File: config.mk
export PLATFORM = sky130hd
export DESIGN_NAME = rpn_lexer
export DESIGN_NICKNAME = d
export VERILOG_FILES = /design/src/rtl/rpn_lexer.sv
export SDC_FILE = /design/constraint.sdc
export NUM_CORES = 1
export LEC_CHECK = 0
export CORE_MARGIN = 4
export CORE_UTILIZATION = 60
export CTS_CLUSTER_DIAMETER = 200
export DETAILED_ROUTE_END_ITERATION = 8
export PLACE_DENSITY = 0.91
export RECOVER_POWER = 50
export SYNTH_ARGS = -nofsm -noshare
export SYNTH_HDL_FRONTEND = slang
export SYNTH_SLANG_ARGS = --single-unit
File: constraint.sdc
create_clock -name clk -period 5.1 [get_ports clk]
set_clock_uncertainty 0.15 [all_clocks]
set_input_delay 1.53 -clock clk [delete_from_list [all_inputs] [get_ports clk]]
set_output_delay 1.53 -clock clk [all_outputs]
set_load 0.03 [all_outputs]
File: src/rtl/rpn_lexer.sv
// Purpose: UART 8N1 receiver plus RPN tokeniser (numbers, operators, end-of-line, errors).
// Latency: tokens registered one clock after the stop-bit sample; an operator/eol that closes a number follows one clock later.
// Backpressure: none; bytes arrive at least ten bit times apart, so every token strobe is fire-and-forget.
//
// Ports:
//   clk, rst_n          rising-edge clock, asynchronous active-low reset
//   rx_in               UART line, idle high, LSB first
//   op_ready / op       operator strobe and code (+ 0, - 1, * 2, / 3, % 4), code held between strobes
//   num_ready / num     number strobe and value, value held between strobes
//   num_ovf             number saturated, qualified by num_ready
//   eol                 end-of-line strobe
//   err                 illegal character or framing error strobe
module rpn_lexer #(
    parameter int CLKS_PER_BIT = 1085,
    parameter int NUM_WIDTH    = 16
) (
    input  logic                 clk,
    input  logic                 rst_n,
    input  logic                 rx_in,
    output logic                 op_ready,
    output logic [3:0]           op,
    output logic                 num_ready,
    output logic [NUM_WIDTH-1:0] num,
    output logic                 num_ovf,
    output logic                 eol,
    output logic                 err
);

    localparam int CNT_W = $clog2(CLKS_PER_BIT);
    localparam logic [CNT_W-1:0] BIT_LAST  = CNT_W'(CLKS_PER_BIT - 1);
    localparam logic [CNT_W-1:0] HALF_LAST = CNT_W'(CLKS_PER_BIT / 2 - 1);

    // ------------------------------------------------------------------
    // Synchroniser. Resets to the idle level so a line held low across
    // reset release is seen as a fresh falling edge.
    // ------------------------------------------------------------------
    logic [1:0] rx_sync;
    logic       rx_s;
    logic       rx_prev;

    always_ff @(posedge clk or negedge rst_n) begin
        if (!rst_n) begin
            rx_sync <= 2'b11;
            rx_prev <= 1'b1;
        end else begin
            rx_sync <= {rx_sync[0], rx_in};
            rx_prev <= rx_sync[1];
        end
    end

    assign rx_s = rx_sync[1];

    // ------------------------------------------------------------------
    // Receiver
    // ------------------------------------------------------------------
    typedef enum logic [2:0] {
        RX_IDLE,
        RX_START,
        RX_DATA,
        RX_STOP,
        RX_WAIT_HIGH
    } rx_state_t;

    rx_state_t        rx_state;
    logic [CNT_W-1:0] cnt;
    logic [2:0]       bit_idx;
    logic [7:0]       shreg;
    logic             bit_due;
    logic             byte_stb;
    logic             frame_err;

    assign bit_due   = (cnt == BIT_LAST);
    // Both strobes fire on the stop-bit sample clock; the lexer registers them.
    assign byte_stb  = (rx_state == RX_STOP) && bit_due && rx_s;
    assign frame_err = (rx_state == RX_STOP) && bit_due && !rx_s;

    always_ff @(posedge clk or negedge rst_n) begin
        if (!rst_n) begin
            rx_state <= RX_IDLE;
            cnt      <= '0;
            bit_idx  <= '0;
            shreg    <= '0;
        end else begin
            case (rx_state)
                RX_IDLE: begin
                    cnt <= '0;
                    if (rx_prev && !rx_s) begin
                        rx_state <= RX_START;
                    end
                end
                RX_START: begin
                    if (cnt == HALF_LAST) begin
                        cnt     <= '0;
                        bit_idx <= '0;
                        // A start bit that is already gone by mid-bit is a glitch.
                        rx_state <= rx_s ? RX_IDLE : RX_DATA;
                    end else begin
                        cnt <= cnt + 1'b1;
                    end
                end
                RX_DATA: begin
                    if (bit_due) begin
                        cnt     <= '0;
                        shreg   <= {rx_s, shreg[7:1]};
                        bit_idx <= bit_idx + 3'd1;
                        if (bit_idx == 3'd7) begin
                            rx_state <= RX_STOP;
                        end
                    end else begin
                        cnt <= cnt + 1'b1;
                    end
                end
                RX_STOP: begin
                    if (bit_due) begin
                        cnt      <= '0;
                        rx_state <= rx_s ? RX_IDLE : RX_WAIT_HIGH;
                    end else begin
                        cnt <= cnt + 1'b1;
                    end
                end
                RX_WAIT_HIGH: begin
                    // Do not hunt for a start bit inside a broken frame.
                    if (rx_s) begin
                        rx_state <= RX_IDLE;
                    end
                end
                default: rx_state <= RX_IDLE;
            endcase
        end
    end

    // ------------------------------------------------------------------
    // Character decode
    // ------------------------------------------------------------------
    logic                 is_digit;
    logic                 is_op;
    logic                 is_nl;
    logic                 is_ws;
    logic [3:0]           op_code;
    logic [NUM_WIDTH+3:0] acc_ext;
    logic [NUM_WIDTH+3:0] prod;
    logic                 prod_ovf;
    logic [NUM_WIDTH-1:0] acc;
    logic                 ovf;

    always_comb begin
        is_digit = (shreg >= 8'h30) && (shreg <= 8'h39);
        is_op    = 1'b1;
        op_code  = 4'd0;
        case (shreg)
            8'h2B:   op_code = 4'd0; // +
            8'h2D:   op_code = 4'd1; // -
            8'h2A:   op_code = 4'd2; // *
            8'h2F:   op_code = 4'd3; // /
            8'h25:   op_code = 4'd4; // %
            default: is_op   = 1'b0;
        endcase
        is_nl = (shreg == 8'h0A);
        is_ws = (shreg == 8'h20) || (shreg == 8'h0D);
        // acc*10 + digit; four spare bits hold the worst case of a saturated acc.
        // The ASCII digits' low nibble is the digit value.
        acc_ext  = {4'b0000, acc};
        prod     = (acc_ext << 3) + (acc_ext << 1) + {{NUM_WIDTH{1'b0}}, shreg[3:0]};
        prod_ovf = |prod[NUM_WIDTH+3:NUM_WIDTH];
    end

    // ------------------------------------------------------------------
    // Lexer
    // ------------------------------------------------------------------
    typedef enum logic {
        LX_EMPTY,
        LX_NUM
    } lx_state_t;

    lx_state_t  lx_state;
    logic       pend_op;
    logic [3:0] pend_code;
    logic       pend_eol;

    always_ff @(posedge clk or negedge rst_n) begin
        if (!rst_n) begin
            lx_state  <= LX_EMPTY;
            acc       <= '0;
            ovf       <= 1'b0;
            pend_op   <= 1'b0;
            pend_code <= 4'd0;
            pend_eol  <= 1'b0;
            op_ready  <= 1'b0;
            op        <= 4'd0;
            num_ready <= 1'b0;
            num       <= '0;
            num_ovf   <= 1'b0;
            eol       <= 1'b0;
            err       <= 1'b0;
        end else begin
            op_ready  <= 1'b0;
            num_ready <= 1'b0;
            eol       <= 1'b0;
            err       <= 1'b0;

            // Operator/eol held back one clock behind the number it closed.
            if (pend_op) begin
                op_ready <= 1'b1;
                op       <= pend_code;
                pend_op  <= 1'b0;
            end
            if (pend_eol) begin
                eol      <= 1'b1;
                pend_eol <= 1'b0;
            end

            if (frame_err) begin
                // Dropped byte: report it, leave any number in progress intact.
                err <= 1'b1;
            end else if (byte_stb) begin
                if (is_digit) begin
                    lx_state <= LX_NUM;
                    if (ovf || prod_ovf) begin
                        acc <= '1;
                        ovf <= 1'b1;
                    end else begin
                        acc <= prod[NUM_WIDTH-1:0];
                    end
                end else if (is_op || is_nl || is_ws) begin
                    if (lx_state == LX_NUM) begin
                        num_ready <= 1'b1;
                        num       <= acc;
                        num_ovf   <= ovf;
                        acc       <= '0;
                        ovf       <= 1'b0;
                        lx_state  <= LX_EMPTY;
                    end
                    if (is_op) begin
                        if (lx_state == LX_NUM) begin
                            pend_op   <= 1'b1;
                            pend_code <= op_code;
                        end else begin
                            op_ready <= 1'b1;
                            op       <= op_code;
                        end
                    end
                    if (is_nl) begin
                        if (lx_state == LX_NUM) begin
                            pend_eol <= 1'b1;
                        end else begin
                            eol <= 1'b1;
                        end
                    end
                end else begin
                    err      <= 1'b1;
                    acc      <= '0;
                    ovf      <= 1'b0;
                    lx_state <= LX_EMPTY;
                end
            end
        end
    end

endmodule

# ---- Word level (Yosys, flattened, before mapping)
# Cells that the tools add are included.
# W data, S select, Z words.
dict set report totals {
  regBits 77
  inputBits 3
  output_inout_bits 25
  word_cells 140
}
dict set report classes {
  addsub 4
  order_cmp 2
  n_eq_ne 23
  mux 66
  bitwise_logic 2
  reduce_logical 24
}
# cell count
set op_table {}
lappend op_table {{$mux W16} 4}
lappend op_table {{$eq A8 B6 Y1 const B} 6}
lappend op_table {{$mux W1} 39}
lappend op_table {{$pmux W11 S3} 1}
lappend op_table {{$mux W4} 7}
lappend op_table {{$mux W3} 9}
lappend op_table {{$mux W11} 2}
lappend op_table {{$add A19 B17 Y20} 1}
lappend op_table {{$add A20 B4 Y20} 1}
lappend op_table {{$eq A8 B4 Y1 const B} 2}
lappend op_table {{$pmux W3 S5} 1}
lappend op_table {{$ne A2 B2 Y1 const B} 6}
lappend op_table {{$pmux W3 S4} 1}
lappend op_table {{$reduce_and A6 Y1} 2}
lappend op_table {{$add A11 B1 Y11 const B} 1}
lappend op_table {{$eq A11 B10 Y1 const B} 1}
lappend op_table {{$eq A11 B11 Y1 const B} 1}
lappend op_table {{$ge A8 B6 Y1 const B} 1}
lappend op_table {{$le A8 B6 Y1 const B} 1}
lappend op_table {{$eq A3 B2 Y1 const B} 2}
lappend op_table {{$eq A3 B3 Y1 const B} 2}
lappend op_table {{$pmux W3 S2} 1}
lappend op_table {{$reduce_and A3 Y1} 2}
lappend op_table {{$logic_and A1 B1 Y1} 5}
lappend op_table {{other kinds (17)} 22}

# ---- Longest topological paths before layout
# Gate-level depths: netlist of the first run.
dict set report logic_depth {
  word_depth 9
  mapped_depth 13
  mapped_depth_nobuf 12
}

# ---- Worst setup path before layout of the first run
# OpenSTA, ideal clock, no wires.
dict set report synth_path {
  kind {register -> register}
  startpoint {reg shreg[3]}
  endpoint {reg acc[6]}
  arrival_ns 3.386
  t_required_ns 4.832
  path_slack_ns 1.446
  path_stages_with_launch 13
  path_buffers 1
  period_less_slack_ns 3.654
  path_cell_list {dfrtp_1 fa_1 inv_1 fa_1 and2b_1 o31ai_2 a211oi_2 o311ai_1 or4_4 a311oi_4 buf_6 a21oi_1 a21o_1}
}
dict set report synth_between {
  elab_chain_len 7
  word_cells_on_any_way 24
}
# item line_no
set synth_lines {}
lappend synth_lines {{start: declaration} 67} ;# logic [7:0] shreg;
lappend synth_lines {{start signal: assignment} 104} ;# shreg <= {rx_s, shreg[7:1]};
lappend synth_lines {{branches (longest 7 deep; another with $add A20 B4 Y20)} -}
lappend synth_lines {{end signal: assignment} 222} ;# acc <= prod[NUM_WIDTH-1:0];
lappend synth_lines {{end: declaration} 143} ;# logic [NUM_WIDTH-1:0] acc;
# Several ways; the timed one is not identified.
# A chain may end at the register's enable or synchronous reset.

# ---- Worst setup path in the final report of the first run
dict set report layout_path {
  startpoint {reg shreg[3]}
  endpoint {reg acc[4]}
}
# Same word-level chain as after synthesis.

==> results.toml, run 1 <==
[routing]
drc = 0
viasPerCell = 6.07
drtIter0Drc = 291
drtPass1Iterations = 4
antenna_left = 0
wirelength_um = 8810
wl_per_cell_um = 15.9
vias = 3364

[setup_path]
end_kind = "flip-flop"
critPathLaunchType = "flip-flop"
criticalPathCategory = "flip-flop to flip-flop"
crit_path_cell_trace = "fa_1 -> inv_1 -> fa_1 -> and2b_1 -> o31ai_2 -> a211oi_2 -> o311ai_1 -> or4_4 -> a311oi_4 -> o21ai_0 -> a22o_1"
crit_slowest_cell = "a311oi_4"
crit_required_ns = 5.19
cp_top_family = "compound AO/OA/AOI/OAI gates"
critPathBufInv = 1
cp_common_cell = "fa_1"
crit_fanout = 17
crit_arrival_ns = 4.47
worst_path_largest_cell_delay_ns = 0.73

[logic_synthesis]
async_flop_share_pct = 100
synth-seq-cells = 76
synth_cells = 429
synth-simple-area-share_pct = 15.0
synth_area_sq_um = 4370
synth_cell_types = 50
synth_top_flop_cell = "dfrtp_1"
syn_avg_cell_area_sq_um = 10.2
syn-num-nets = 470
synthAdderAreaFrac_pct = 11.2
yosysSeqAreaShare_pct = 43.6
synth-compound-area-share_pct = 16.8
synth_edf_count = 0
synth.area.mux_share_pct = 8.54
synth_top_family_by_area = "compound AO/OA/AOI/OAI gates"
ys_warn_count = 0
synth-xor-area-share_pct = 2.41

[floorplan]
initial_utilization_pct = 62.9
die_area_sq_um = 8710
ios = 28
row_count = 30
core-area_sq_um = 6940
die-width_um = 93.3
fp.dieH_um = 93.3

[sta]
min_period_ns = 4.38
timing.setup.tns_ns = 0
setup_ws_ns = 0.723
max_slew_margin_pct = -20.1
tightest_slew_ns = 1.80
hold_viol = 0
rsz0062_at_grt = "no"
finalCritPeriodShare_pct = 85.8
slew_violations = 77
fmax_mhz = 228
setup_viol_count_final = 0

[clock_tree]
cts.root.buffer_cell = "clkbuf_8"
cts_inserted_buffers = 9
cts.clk_slew.worst_paths_ns = 0.09
ctsHoldBuffers = 0
clock_path_buffers = 2
clock_latency_ns = 0.36
cts-htree-levels = 3
cts_setup_buffers = 0
cts_resized = 0
clock_sinks = 76
cts_tree = "yes"

[run]
max-cap-violations = 1

[power]
seqPwrFrac_pct = 53.6
ir_drop_v = 0.000167
power.density_nw_per_um2 = 247
switching_share_pct = 29.1
p_leak_nw = 2.39
power.switching_w = 0.000350
combPwrFrac_pct = 11.2
p_int_w = 0.000853
clkPwrFrac_pct = 35.2

[grt]
grt_overflow = 0
antenna_found_initial = 0
grt_pass1_vias = 3312
grt_max_degree = 77
grt_pass1_wl_um = 15600
grt_usage_pct = 22.3

[placed_design]
place_hpwl_um = 6170
pre_cts_ws_ns = 0.796
placedCellCount = 538
post_dp_cell_area_sq_um = 4700
place.gp.congestion = 0.927
portBuffers = 27

[cells_and_area]
final_layout_size_suffix_gt1_share_pct = 12.2
layout.nets = 494
final_area_sq_um = 4880
stdcell_count = 554
num_antenna_cells = 0
synthToLayoutAreaGrowth_pct = 11.7

[worst_hold_path]
hold_path_class = "flip-flop to flip-flop"

[outcome]
violations = "max-capacitance violations, max-slew violations"
status = "finished, violations left"
[power groups by stage]
stage / Sequential (W) / Combinational (W) / Clock, W
6_report: 0.000645 / 0.000135 / 0.000423
5_1_grt: 0.000649 / 0.000155 / 0.000459
4_1_cts: 0.000644 / 0.000136 / 0.000430
3_5_place_dp: 0.000655 / 0.000132 / 0
3_3_place_gp: 0.000655 / 0.000126 / 0
2_1_floorplan: 0.000645 / 0.000109 / 0
[cell usage after synthesis, types with 2 or more instances]
master / instances / area, sq um
nand4_1: 7 / 43.8
fa_1: 2 / 40.0
nor3_1: 8 / 40.0
mux2i_1: 8 / 80.1
clkbuf_1: 11 / 41.3
o21ai_0: 28 / 140
o211a_1: 2 / 20.0
a22o_1: 5 / 43.8
xor2_1: 7 / 61.3
inv_1: 9 / 33.8
o31ai_1: 7 / 52.6
nand2_1: 41 / 154
dfstp_2: 3 / 78.8
a21o_1: 18 / 135
buf_2: 3 / 15.0
nand2b_1: 9 / 56.3
nor2b_1: 5 / 31.3
ha_1: 36 / 450
a211oi_1: 3 / 22.5
and2_1: 3 / 18.8
o211ai_1: 3 / 22.5
nand3_1: 13 / 65.1
o2111ai_1: 2 / 17.5
nor2_1: 23 / 86.3
dfrtp_1: 73 / 1830
or2_2: 4 / 25.0
mux2_2: 26 / 293
nor3b_1: 3 / 22.5
o21bai_1: 2 / 15.0
or3_1: 4 / 25.0
xnor2_1: 5 / 43.8
and3_1: 4 / 25.0
a21oi_1: 35 / 175
[layer usage]
layer	wire length, um	vias up	GRT usage (%)
li1	-	1602	-
met1	3980	1661	29.9
met2	4250	84	35.4
met3	407	17	4.83
met4	176	0	8.30
met5	0	-	0
[registers in the layout (all words and copies together), names as in the netlist]
register / flops
acc: 16
bit_idx: 3
cnt: 11
eol: 1
err: 1
lx_state: 1
num: 16
num_ovf: 1
num_ready: 1
op: 4
op_ready: 1
ovf: 1
pend_code: 3
pend_eol: 1
pend_op: 1
rx_prev: 1
rx_state: 3
rx_sync: 2
shreg: 8
[final cells by class]
cell class / instances / area, sq um
Clock buffer: 9 / 124
Clock inverter: 7 / 56.3
Fill cell: 526 / 2070
Inverter: 9 / 33.8
Multi-Input combinational cell: 328 / 2360
Sequential cell: 76 / 1910
Tap cell: 96 / 120
Timing Repair Buffer: 29 / 280
[final timing paths]
kind | start | to | slack [ns] | cells past startpoint
max in group asynchronous | rst_n | acc[12] | 2.22 | 1
min reg2reg | rx_sync[0] | rx_sync[1] | 0.21 | 0
min in group asynchronous | rst_n | num[15] | 1.50 | 1
min | rx_sync[0] | rx_sync[1] | 0.21 | 0
max | shreg[3] | acc[4] | 0.72 | 11
max reg2reg | shreg[3] | acc[4] | 0.72 | 11
[cell families (layout without fill, tap and decap cells)]
group           after synthesis  in the layout
compound gates              113            113
xor+xnor                     12             12
buf+inv                      25             54
simple gates                131            131
mux                          34             34
fa+ha+maj                    38             38
flops                        76             76
[layout by cell type, fill, tap and decap left out, drive strengths merged, types with 3 or more instances in the layout]
cell type and count:
o211ai 3, a21o 18, ha 36, mux2i 8, o21ai 28, clkdlybuf4s50 25, nor3b 3, or2 4
nand2 41, nor3 9, inv 13, nand4 7, o31ai 8, nor2b 5, xor2 7, xnor2 5
and3 4, clkbuf 10, dfstp 3, dfrtp 73, a22o 5, or3 4, mux2 26, nand3 13
and2 3, nor2 23, a211oi 4, a21oi 35, nand2b 9
[per-stage QoR]
stage / power (W) / hold WS (ns) / utilization, %
6_report: 0.00120 / 0.215 / 70.2
3_5_place_dp: 0.000787 / 0.198 / 67.7
4_1_cts: 0.00121 / 0.210 / 70.3
2_1_floorplan: 0.000754 / 0.195 / -
5_1_grt: 0.00126 / 0.219 / 70.2
3_3_place_gp: 0.000781 / 0.196 / 67.7
No activity file was read; power rests on OpenSTA's default activity.
==> inputs of run 2 (changes only) <==
- PLACE_DENSITY: 0.91 -> 0.8
==> results.toml, run 2 (synthesis results as in run 1) <==
[run]
max-cap-violations = 1

[cells_and_area]
synthToLayoutAreaGrowth_pct = 11.7
stdcell_count = 554
final_area_sq_um = 4880
num-fill-cells = 536
reg_top3 = "acc (16), num (16), cnt (11)"
final_common_cell = "dfrtp_1"
final_cell_mix = "dfrtp_1, nand2_1, ha_1"
num_antenna_cells = 0
seqCellArea_sq_um = 1910
final_layout_size_suffix_gt1_share_pct = 12.2
layout.nets = 494
multi_input_area_sq_um = 2360

[setup_path]
end_kind = "flip-flop"
startpoint = "shreg[3]"
crit_path_cell_trace = "fa_1 -> inv_1 -> fa_1 -> and2b_1 -> o31ai_2 -> a211oi_2 -> o311ai_1 -> or4_4 -> a311oi_4 -> o21ai_0 -> a22o_1"
worstRegToRegCells = 11
regToRegStartpoint = "shreg[3]"
crit_slowest_cell = "a311oi_4"
critPathLaunchType = "flip-flop"
crit_required_ns = 5.19
endpoint = "acc[4]"
crit_arrival_ns = 4.42
r2r_slack_ns = 0.77
criticalPathCategory = "flip-flop to flip-flop"
worst_path_largest_cell_delay_ns = 0.71
crit_fanout = 17
r2r_end = "acc[4]"
cp_common_cell = "fa_1"

[routing]
drtPass1Iterations = 5
antenna_left = 0
viasPerCell = 5.99
drtIter0Drc = 210
vias = 3321
wl_per_cell_um = 15.7
wirelength_um = 8720
drc = 0

[sta]
fmax_mhz = 231
timing.setup.tns_ns = 0
slew_violations = 77
min_period_ns = 4.33
setup_viol_count_final = 0
whs_ns = 0.214
hold_viol = 0
rsz0062_at_grt = "no"
tightest_slew_ns = 1.81
max_slew_margin_pct = -20.6
finalCritPeriodShare_pct = 84.9

[clock_tree]
cts.clk_slew.worst_paths_ns = 0.09
cts.root.buffer_cell = "clkbuf_8"
clock_sinks = 76
cts-htree-levels = 3
clock_latency_ns = 0.35
clock_path_buffers = 2
cts_tree = "yes"
cts_setup_buffers = 0
ctsHoldBuffers = 0
cts_resized = 0
cts_inserted_buffers = 9

[floorplan]
die_area_sq_um = 8710
fp.dieH_um = 93.3
ios = 28
core-area_sq_um = 6940
die-width_um = 93.3
initial_utilization_pct = 62.9
row_count = 30

[outcome]
status = "finished, violations left"
violations = "max-capacitance violations, max-slew violations"

[power]
power.density_nw_per_um2 = 246
ir_drop_v = 0.000200
p_leak_nw = 2.39

[placed_design]
place_hpwl_um = 6290
post_dp_cell_area_sq_um = 4700
placedCellCount = 538
portBuffers = 27
place.gp.congestion = 0.937

[grt]
antenna_found_initial = 0
grt_pass1_vias = 3346
grt_usage_pct = 21.9
grt_pass1_wl_um = 15300
grt_max_degree = 77
grt_overflow = 0

[worst_hold_path]
hold_path_class = "flip-flop to flip-flop"
## run 2: how the worst min path moves through the flow
stage	cells past startpoint	slack [ns]	endpoint	start
floorplan	0	0.20	rx_sync[1]	rx_sync[0]
global placement	0	0.20	rx_sync[1]	rx_sync[0]
detailed placement	0	0.20	rx_sync[1]	rx_sync[0]
CTS	0	0.21	rx_sync[1]	rx_sync[0]
global route	0	0.22	rx_sync[1]	rx_sync[0]
finish	0	0.21	rx_sync[1]	rx_sync[0]
## run 2: final cells by class
cell class	count	share of cell area, %
Sequential cell	76	39.1
Tap cell	96	2.46
Timing Repair Buffer	29	5.75
Clock buffer	9	2.54
Clock inverter	7	1.15
Multi-Input combinational cell	328	48.3
Inverter	9	0.693
## run 2: layer usage
metal / part of all wire, % / wire length (um) / up-vias / track usage, %
met2: 47 / 4130 / 93 / 34.8
met1: 47 / 4100 / 1607 / 29.8
li1: - / - / 1602 / -
met5: 0 / 0 / - / 0
met3: 4.0 / 351 / 19 / 4.75
met4: 1.6 / 141 / 0 / 7.08
## run 2: worst max-delay path: cells and delay by family (launching register included)
kind / cells / cell delay, ns
compound gates: 6 / 1.69
fa+ha+maj: 2 / 1.04
buf+inv: 1 / 0.07
flops: 1 / 0.51
simple gates: 2 / 0.76
## run 2: where the power goes
| part | leakage, nW | total [W] | switching (W) | internal (W) |
|---|---|---|---|---|
| Sequential | 1.05 | 0.000644 | 0.0000257 | 0.000619 |
| Clock | 0.0910 | 0.000418 | 0.000235 | 0.000183 |
| Combinational | 1.26 | 0.000138 | 0.0000862 | 0.0000522 |
## run 2: per-stage QoR
stage | setup WS [ns] | power, W | util, %
after floorplan | 1.45 | 0.000754 | -
after global placement | 0.913 | 0.000785 | 67.7
after detailed placement | 0.752 | 0.000792 | 67.7
after CTS | 0.726 | 0.00121 | 70.3
after global routing | 0.469 | 0.00126 | 70.2
final | 0.771 | 0.00120 | 70.2
==> inputs of run 3 (changes only) <==
- CORE_UTILIZATION: 60 -> 54
- PLACE_DENSITY: 0.8 -> 0.76
- clock period: 5.1 -> 3.8 ns (I/O delays scaled with it)
==> results.toml, run 3 (synthesis results as in run 1) <==
[outcome]
status = "finished, violations left"
violations = "max-capacitance violations, max-slew violations"

[routing]
drc = 0
viasPerCell = 5.88
wl_per_cell_um = 15.4
wirelength_um = 8800
drtIter0Drc = 212
vias = 3370
antenna_left = 0
drtPass1Iterations = 5

[cells_and_area]
final_cell_mix = "dfrtp_1, nand2_1, ha_1"
layout.nets = 507
num-fill-cells = 647
final_area_sq_um = 5060
final_common_cell = "dfrtp_1"
synthToLayoutAreaGrowth_pct = 15.8
num_antenna_cells = 0
reg_top3 = "acc (16), num (16), cnt (11)"
final_layout_size_suffix_gt1_share_pct = 15.5

[setup_path]
worst_path_largest_cell_delay_ns = 0.56
r2r_slack_ns = 0.12
critPathBufInv = 2
crit_slowest_cell = "fa_1"
crit_fanout = 5
cp.depth = 12
r2r_end = "acc[5]"
worstRegToRegCells = 12
regToRegStartpoint = "acc[2]"
crit_path_cell_trace = "fa_1 -> inv_1 -> fa_1 -> and2b_2 -> o31ai_2 -> a211oi_2 -> o311ai_2 -> or4_4 -> a311oi_4 -> buf_4 -> a21oi_1 -> a21o_1"
endpoint = "acc[5]"
crit_arrival_ns = 3.78
critPathLaunchType = "flip-flop"
end_kind = "flip-flop"
criticalPathCategory = "flip-flop to flip-flop"
cp_top_family = "compound AO/OA/AOI/OAI gates"
startpoint = "acc[2]"
crit_required_ns = 3.89
cp_common_cell = "fa_1"

[sta]
finalCritPeriodShare_pct = 96.9
min_period_ns = 3.68
setup_viol_count_final = 0
fmax_mhz = 272
tightest_slew_ns = 1.82
whs_ns = 0.216
hold_viol = 0
slew_violations = 77
max_slew_margin_pct = -21.3

[clock_tree]
cts.root.buffer_cell = "clkbuf_8"
cts-htree-levels = 3
clock_sinks = 76
clock_path_buffers = 2
cts_tree = "yes"
cts_inserted_buffers = 9
cts.clk_slew.worst_paths_ns = 0.09
ctsHoldBuffers = 0
clock_latency_ns = 0.36

[floorplan]
row_count = 32
initial_utilization_pct = 55.9
core-area_sq_um = 7810
die-width_um = 97.9
die_area_sq_um = 9590
ios = 28
fp.dieH_um = 97.9

[power]
p_leak_nw = 2.48
ir_drop_v = 0.000268
power.density_nw_per_um2 = 348

[worst_hold_path]
worstHoldPathCells = 0
hold_path_class = "flip-flop to flip-flop"

[run]
max-cap-violations = 1

[grt]
grt_pass1_vias = 3264
grt_max_degree = 77
grt_usage_pct = 18.9
grt_pass1_wl_um = 15200
antenna_found_initial = 0
grt_overflow = 0

[placed_design]
portBuffers = 27
post_dp_cell_area_sq_um = 4770
place_hpwl_um = 6180
place.gp.congestion = 0.864
-- run 3: cell type report --
type                       count  area [sq um]  share of cell area, %
clock buffer                   9           124                   2.45
clock inverter                 7           106                   2.10
inverter                       9          33.8                  0.668
multi-input combinational    328          2370                   47.0
sequential                    76          1910                   37.7
tap                          102           128                   2.52
timing repair buffer          42           385                   7.62
-- run 3: worst min-delay path by stage --
stage	startpoint	end	slack [ns]
final	rx_sync[0]	rx_sync[1]	0.22
after global routing	rx_sync[0]	rx_sync[1]	0.22
after CTS	rx_sync[0]	rx_sync[1]	0.22
after detailed placement	rx_sync[0]	rx_sync[1]	0.20
after global placement	rx_sync[0]	rx_sync[1]	0.20
after floorplan	rx_sync[0]	rx_sync[1]	0.20
-- run 3: metrics by stage --
| step | setup WS, ns | setup TNS, ns | cells | util (%) | total power [W] |
|---|---|---|---|---|---|
| floorplan | 0.146 | 0 | 429 | - | 0.00101 |
| global placement | 0.0847 | 0 | 553 | 61.2 | 0.00105 |
| detailed placement | 0.0118 | 0 | 553 | 61.2 | 0.00106 |
| CTS | 0.0259 | 0 | 569 | 64.2 | 0.00178 |
| global route | -0.0181 | -0.0902 | 573 | 64.8 | 0.00185 |
| finish | 0.119 | 0 | 573 | 64.8 | 0.00176 |
-- run 3: layer usage --
layer  global-route usage (%)  wire [um]
met4                     7.24        133
met1                     25.8       4140
met5                        0          0
met2                     30.2       4120
met3                     3.29        407
-- run 3: timing repair --
item                                    4_1_cts  5_1_grt
buffers inserted                              0        3
pin swaps                                     0        5
gates resized for setup                       1        6
endpoints found under the setup margin       11       16
gates cloned                                  0        1
-- run 3: where the power goes --
group          leakage, nW  internal, W  total, W  switching, W
sequential            1.05     0.000830  0.000866     0.0000352
clock                0.116     0.000381  0.000714      0.000333
combinational         1.32    0.0000687  0.000179      0.000111
total                 2.48      0.00128   0.00176      0.000479
